<file path="src/rtl/cnn_pkg.sv">
// Shared CNN pooling types and constants.
// Used by the pool/flatten writer and its max-reduction datapath.
package cnn_pkg;

   typedef enum logic [1:0] {
      IDLE,
      ACCUM,
      FLUSH,
      DONE
   } pool_state_t;

   localparam int POOL_WINDOW_SIZE = 4;
   localparam int DATA_WIDTH       = 16;

endpackage

</file>
<file path="src/rtl/pool_flatten_writer_if.sv">
// Conv2 read stream in, flatten BRAM port A out.
// master = stream source / BRAM side, slave = the writer.
interface pool_flatten_writer_if #(
   parameter int DATA_WIDTH = 16,
   parameter int ADDR_WIDTH = 8
);
   logic                  in_valid;
   logic [DATA_WIDTH-1:0] in_data;
   logic                  ena_flatten;
   logic                  wea_flatten;
   logic                  addren_flatten;
   logic [ADDR_WIDTH-1:0] addra_flatten;
   logic [DATA_WIDTH-1:0] dina_flatten;

   modport master (
      output in_valid,
      output in_data,
      input  ena_flatten,
      input  wea_flatten,
      input  addren_flatten,
      input  addra_flatten,
      input  dina_flatten
   );

   modport slave (
      input  in_valid,
      input  in_data,
      output ena_flatten,
      output wea_flatten,
      output addren_flatten,
      output addra_flatten,
      output dina_flatten
   );
endinterface

</file>
<file path="src/rtl/max4_accum.sv">
// Signed max over groups of four words.
// window_complete is high the cycle after the 4th word.
module max4_accum #(
   parameter int DATA_WIDTH = 16
) (
   input  logic                         clk,
   input  logic                         rstn,
   input  logic                         clear,
   input  logic                         in_valid,
   input  logic signed [DATA_WIDTH-1:0] in_data,
   output logic signed [DATA_WIDTH-1:0] max_q,
   output logic                         window_complete
);
   import cnn_pkg::*;

   localparam logic [1:0] LAST_WORD = 2'(POOL_WINDOW_SIZE - 1);

   logic [1:0] word_q;

   always_ff @(posedge clk or negedge rstn) begin
      if (!rstn) begin
         word_q          <= '0;
         max_q           <= '0;
         window_complete <= 1'b0;
      end else if (clear) begin
         word_q          <= '0;
         max_q           <= '0;
         window_complete <= 1'b0;
      end else begin
         window_complete <= in_valid && (word_q == LAST_WORD);
         if (in_valid) begin
            word_q <= word_q + 2'd1;
            // first word seeds the max so all-negative windows work
            if (word_q == 2'd0)
               max_q <= in_data;
            else if (in_data > max_q)
               max_q <= in_data;
         end
      end
   end

endmodule

</file>
<file path="src/rtl/pool_flatten_writer.sv">
// 2x2 max-pool of the conv2 stream, written in order
// into the flatten BRAM; one frame per start pulse.
module pool_flatten_writer #(
   parameter int DATA_WIDTH             = cnn_pkg::DATA_WIDTH,
   parameter int IN_WIDTH               = 8,
   parameter int IN_HEIGHT              = 8,
   parameter int NUM_CHANNELS           = 1,
   parameter int ADDRESS_LENGTH_FLATTEN = 8
) (
   input  logic clk,
   input  logic rstn,
   input  logic start,
   output logic busy,
   output logic done,
   pool_flatten_writer_if.slave bus
);
   import cnn_pkg::*;

   localparam int AW          = ADDRESS_LENGTH_FLATTEN;
   localparam int NUM_WINDOWS =
      (IN_WIDTH / 2) * (IN_HEIGHT / 2) * NUM_CHANNELS;
   localparam logic [AW-1:0] LAST_WIN = AW'(NUM_WINDOWS - 1);

   pool_state_t state_q, state_d;

   logic [AW-1:0]                win_q;
   logic                         clear;
   logic                         accept;
   logic                         win_done;
   logic                         last_write;
   logic signed [DATA_WIDTH-1:0] max_q;

   assign clear      = (state_q == IDLE) && start;
   assign last_write = win_done && (win_q == LAST_WIN);
   // words behind the final window are dropped
   assign accept     = bus.in_valid && (state_q == ACCUM) && !last_write;

   max4_accum #(
      .DATA_WIDTH(DATA_WIDTH)
   ) u_max4 (
      .clk            (clk),
      .rstn           (rstn),
      .clear          (clear),
      .in_valid       (accept),
      .in_data        (bus.in_data),
      .max_q          (max_q),
      .window_complete(win_done)
   );

   always_ff @(posedge clk or negedge rstn) begin
      if (!rstn) begin
         state_q <= IDLE;
         win_q   <= '0;
      end else begin
         state_q <= state_d;
         if (clear)
            win_q <= '0;
         else if (bus.wea_flatten)
            win_q <= win_q + 1'b1;
      end
   end

   always_comb begin
      state_d = state_q;
      unique case (state_q)
         IDLE:  if (start) state_d = ACCUM;
         ACCUM: if (last_write) state_d = FLUSH;
         FLUSH: state_d = DONE;
         DONE:  state_d = IDLE;
         default: state_d = IDLE;
      endcase
   end

   assign busy               = (state_q == ACCUM) || (state_q == FLUSH);
   assign done               = (state_q == DONE);
   assign bus.ena_flatten    = busy;
   assign bus.addren_flatten = busy;
   assign bus.wea_flatten    = (state_q == ACCUM) && win_done;
   assign bus.addra_flatten  = win_q;
   assign bus.dina_flatten   = bus.wea_flatten ? max_q : '0;

endmodule
</file>
<file path="src/flat_wrapper.sv">
// flat-port wrapper written by rule: the top's interface ports become plain ports
module pool_flatten_writer_flat import cnn_pkg::*;
#(
   parameter int DATA_WIDTH             = cnn_pkg::DATA_WIDTH,
   parameter int IN_WIDTH               = 8,
   parameter int IN_HEIGHT              = 8,
   parameter int NUM_CHANNELS           = 1,
   parameter int ADDRESS_LENGTH_FLATTEN = 8
)
  (clk, rstn, start, busy, done, bus_in_valid, bus_in_data, bus_ena_flatten, bus_wea_flatten, bus_addren_flatten, bus_addra_flatten, bus_dina_flatten);
  pool_flatten_writer_if #(.DATA_WIDTH(DATA_WIDTH)) bus_i ();
  input  logic clk;
  input  logic rstn;
  input  logic start;
  output logic busy;
  output logic done;
  input wire logic [$bits(bus_i.in_valid)-1:0] bus_in_valid;
  input wire logic [$bits(bus_i.in_data)-1:0] bus_in_data;
  output wire logic [$bits(bus_i.ena_flatten)-1:0] bus_ena_flatten;
  output wire logic [$bits(bus_i.wea_flatten)-1:0] bus_wea_flatten;
  output wire logic [$bits(bus_i.addren_flatten)-1:0] bus_addren_flatten;
  output wire logic [$bits(bus_i.addra_flatten)-1:0] bus_addra_flatten;
  output wire logic [$bits(bus_i.dina_flatten)-1:0] bus_dina_flatten;
  assign bus_i.in_valid = bus_in_valid;
  assign bus_i.in_data = bus_in_data;
  assign bus_ena_flatten = bus_i.ena_flatten;
  assign bus_wea_flatten = bus_i.wea_flatten;
  assign bus_addren_flatten = bus_i.addren_flatten;
  assign bus_addra_flatten = bus_i.addra_flatten;
  assign bus_dina_flatten = bus_i.dina_flatten;
  pool_flatten_writer #(.DATA_WIDTH(DATA_WIDTH), .IN_WIDTH(IN_WIDTH), .IN_HEIGHT(IN_HEIGHT), .NUM_CHANNELS(NUM_CHANNELS), .ADDRESS_LENGTH_FLATTEN(ADDRESS_LENGTH_FLATTEN)) u_core (.clk(clk), .rstn(rstn), .start(start), .busy(busy), .done(done), .bus(bus_i));
endmodule
</file>
<file path="config.mk">
export PLATFORM = sky130hd
export DESIGN_NAME = pool_flatten_writer_flat
export DESIGN_NICKNAME = d
export VERILOG_FILES = /design/src/rtl/cnn_pkg.sv /design/src/rtl/pool_flatten_writer_if.sv /design/src/rtl/max4_accum.sv /design/src/rtl/pool_flatten_writer.sv /design/src/flat_wrapper.sv
export SDC_FILE = /design/constraint.sdc
export NUM_CORES = 1
export LEC_CHECK = 0
export ABC_CLOCK_PERIOD_IN_PS = 2610
export CORE_ASPECT_RATIO = 0.75
export CORE_MARGIN = 1
export CORE_UTILIZATION = 45
export DETAILED_ROUTE_END_ITERATION = 16
export PLACE_DENSITY = 0.73
export SYNTH_ARGS = -nofsm -noshare
export SYNTH_HDL_FRONTEND = slang
export SYNTH_SLANG_ARGS = --single-unit
</file>
<file path="constraint.sdc">
create_clock -name clk -period 2.61 [get_ports clk]
set_input_delay 0.783 -clock clk [delete_from_list [all_inputs] [get_ports clk]]
set_output_delay 0.783 -clock clk [all_outputs]
set_load 0.01 [all_outputs]
</file>
==> metrics.yaml <==
run_status:
  status: "finished, final reports clean"
floorplan:
  fp-row-count: 21
  design.core.area_mm2: 0.004519
  io_pins: 49
  fp.dieArea_mm2: 0.005034
  die_h_um: 61.70
  die_x_um: 81.60
  start_util: 0.4731
critical_path:
  cp-end-kind: "primary output"
  r2r-end: "u_core.u_max4.max_q[6]"
  cp_max_fo: 19
  ff2ff_setup_slack_ns: 0.34
  cp.arrival_ns: 1.79
  cp-endpoint: "bus_dina_flatten[10]"
  startpoint: "u_core.state_q[1]"
  critPathLaunchType: "flop"
  rr_startpoint: "u_core.u_max4.max_q[10]"
  r2r_cells: 10
  crit_type: "reg -> out"
  required_ns: 1.83
clocking:
  root_buffer: "clkbuf_8"
  htree_levels: 2
  path_clk_slew_ns: 0.07
  clk_latency_ns: 0.28
  cts_buffers: 5
  clockBufferDepth: 2
  cts.sinks: 29
  cts_tree: "yes"
sta:
  fmax_mhz: 388.9
  setup_tns_ns: 0
  drv_slew: 0
  period_needed_ns: 2.571
  min_period_over_period: 0.9852
  final_hold_viol_count: 0
  tightest_slew_ns: 0.3935
  clock-skew-final_ns: 0.002228
  relSlewSlack: 0.7349
  finalSetupViolCount: 0
global_routing:
  grt_max_degree: 30
  track_usage: 0.2483
  grt_pass1_vias: 1885
  grt_antenna_before_repair: 0
  grt_pass1_wl_um: 9204
  grt_overflow: 0
synthesis:
  synth_fa_ha_area_frac: 0.1404
  synthesis.nets: 263
  synth_compound_area_frac: 0.2317
  synthSimpleGateAreaFrac: 0.1779
  syn_avg_cell_area_um2: 9.764
  synth-edff-count: 0
  synth_top_family_by_area: "compound AO/OA/AOI/OAI gates"
  syn_inst: 219
  ys_seq_area_frac: 0.3394
  synth_xor_area_frac: 0.02458
  synth_area_mm2: 0.002138
  yosysWarnings: 0
  async_flop_share: 1.000
  synth_flop_cell: "dfrtp_1"
  synth.area.mux_share: 0.01463
  ys_ff_latch: 29
  synthDistinctLibCells: 42
layout:
  final_common_cell: "dfrtp_1"
  final_cell_mix: "29 x dfrtp_1, 26 x buf_4, 25 x clkdlybuf4s50_1, 20 x inv_1"
  n_antenna_cell: 0
  multi_input_area_mm2: 0.001440
  regArea_um2: 725.7
  fill_cells: 315
  drive_gt1_frac: 0.3110
  areaGrowthSynthToFinish_pct: 54.18
  fin_nets: 342
placed_design:
  hpwl_um: 3802
  place.gp.congestion: 0.8547
  io_buffers: 48
pwr:
  power_density_mw_per_mm2: 820.6
  finalPower_mw: 2.705
  leakage_nw: 1.630
  ir_drop_mv: 0.4938
hold_path:
  min_path_type: "reg -> reg"
routing:
  vias_per_cell: 5.598
  dr.pass1.iters: 4
  drtIter0Drc: 138
  ant_nets: 0
  wl_per_cell_um: 17.91
  wl_um: 6375
  post-route-drc-count: 0
  vias: 1993
run:
  cap_violations: 0
==> cell usage after synthesis, types with 3 or more instances <==
cell | instances | area, µm²
nor2_1 | 10 | 37.54
o21ai_0 | 9 | 45.04
inv_1 | 21 | 78.83
and3_1 | 17 | 106.4
o21ai_2 | 11 | 96.34
nand4_1 | 6 | 37.54
clkbuf_1 | 4 | 15.01
xor2_1 | 4 | 35.03
a21oi_2 | 10 | 87.58
buf_4 | 3 | 22.52
nand3_1 | 17 | 85.08
ha_1 | 24 | 300.3
dfrtp_1 | 29 | 725.7
nand2_1 | 5 | 18.77
a21oi_1 | 14 | 70.07
==> worst min-delay path by stage <==
stage	start	to	cells after the start
after floorplan	rstn	u_core.bus.addra_flatten[0]	0
after global placement	u_core.u_max4.max_q[7]	u_core.u_max4.max_q[7]	2
after detailed placement	u_core.u_max4.max_q[14]	u_core.u_max4.max_q[14]	2
after CTS	u_core.u_max4.max_q[5]	u_core.u_max4.max_q[5]	2
after global routing	u_core.u_max4.max_q[5]	u_core.u_max4.max_q[5]	2
final	u_core.u_max4.max_q[5]	u_core.u_max4.max_q[5]	2
==> state kept, by name (all words and copies together) (netlist names) <==
signal and cells:
u_core.bus.addra_flatten 8, u_core.state_q 2, u_core.u_max4.max_q 16, u_core.u_max4.window_complete 1, u_core.u_max4.word_q 2
==> what timing repair did <==
action,in CTS,in global routing
setup buffers,5,3
hold buffers,0,0
cloned,1,1
resized for setup,22,33
pin swaps,13,17
setup endpoints to repair,33,24
==> report_power, final <==
group,switching [mW],internal (mW)
Combinational,0.755,0.705
Sequential,0.109,0.573
Clock,0.184,0.379
Total,1.05,1.66
==> stage by stage <==
stage | setup WS [ns] | utilization | area (µm²) | hold WS [ns] | instances
after floorplan | 0.1247 | - | 2138 | 0.4874 | 219
after global placement | -0.6803 | 0.6304 | 2849 | 0.5406 | 338
after detailed placement | -0.7777 | 0.6304 | 2849 | 0.5483 | 338
after CTS | 0.01037 | 0.6946 | 3139 | 0.5578 | 352
after global routing | -0.003456 | 0.7295 | 3297 | 0.5824 | 356
final | 0.03865 | 0.7295 | 3297 | 0.5542 | 356
==> critical path, stage by stage, from the launching register on <==
cell and delay [ns]:
dfrtp_1 0.39, inv_2 0.08, ha_2 0.19, buf_12 0.15
and3_1 0.16, clkdlybuf4s50_1 0.53
==> routing by layer <==
metal,track usage,up-vias,share of wire
met5,0,-,0
met4,0.06266,0,0.012
met3,0.03942,7,0.042
met2,0.4095,62,0.51
met1,0.3462,984,0.44
li1,-,940,-
==> cells by family after synthesis <==
family / count (synthesis)
buffers and inverters: 33
xor gates and xnor gates: 6
muxes: 3
and+or+nand+nor: 67
AOI/OAI and AO/OA: 57
DFF: 29
adders and majority gates: 24
==> area by class of cell <==
| class | instances | area share |
|---|---|---|
| Clock buffer | 5 | 0.02087 |
| Tap cell | 57 | 0.02163 |
| Timing Repair Buffer | 83 | 0.2569 |
| Clock inverter | 3 | 0.01973 |
| Sequential cell | 29 | 0.2201 |
| Multi-Input combinational cell | 158 | 0.4368 |
| Inverter | 21 | 0.02391 |
Note: power is estimated with default switching activity, not from simulation.
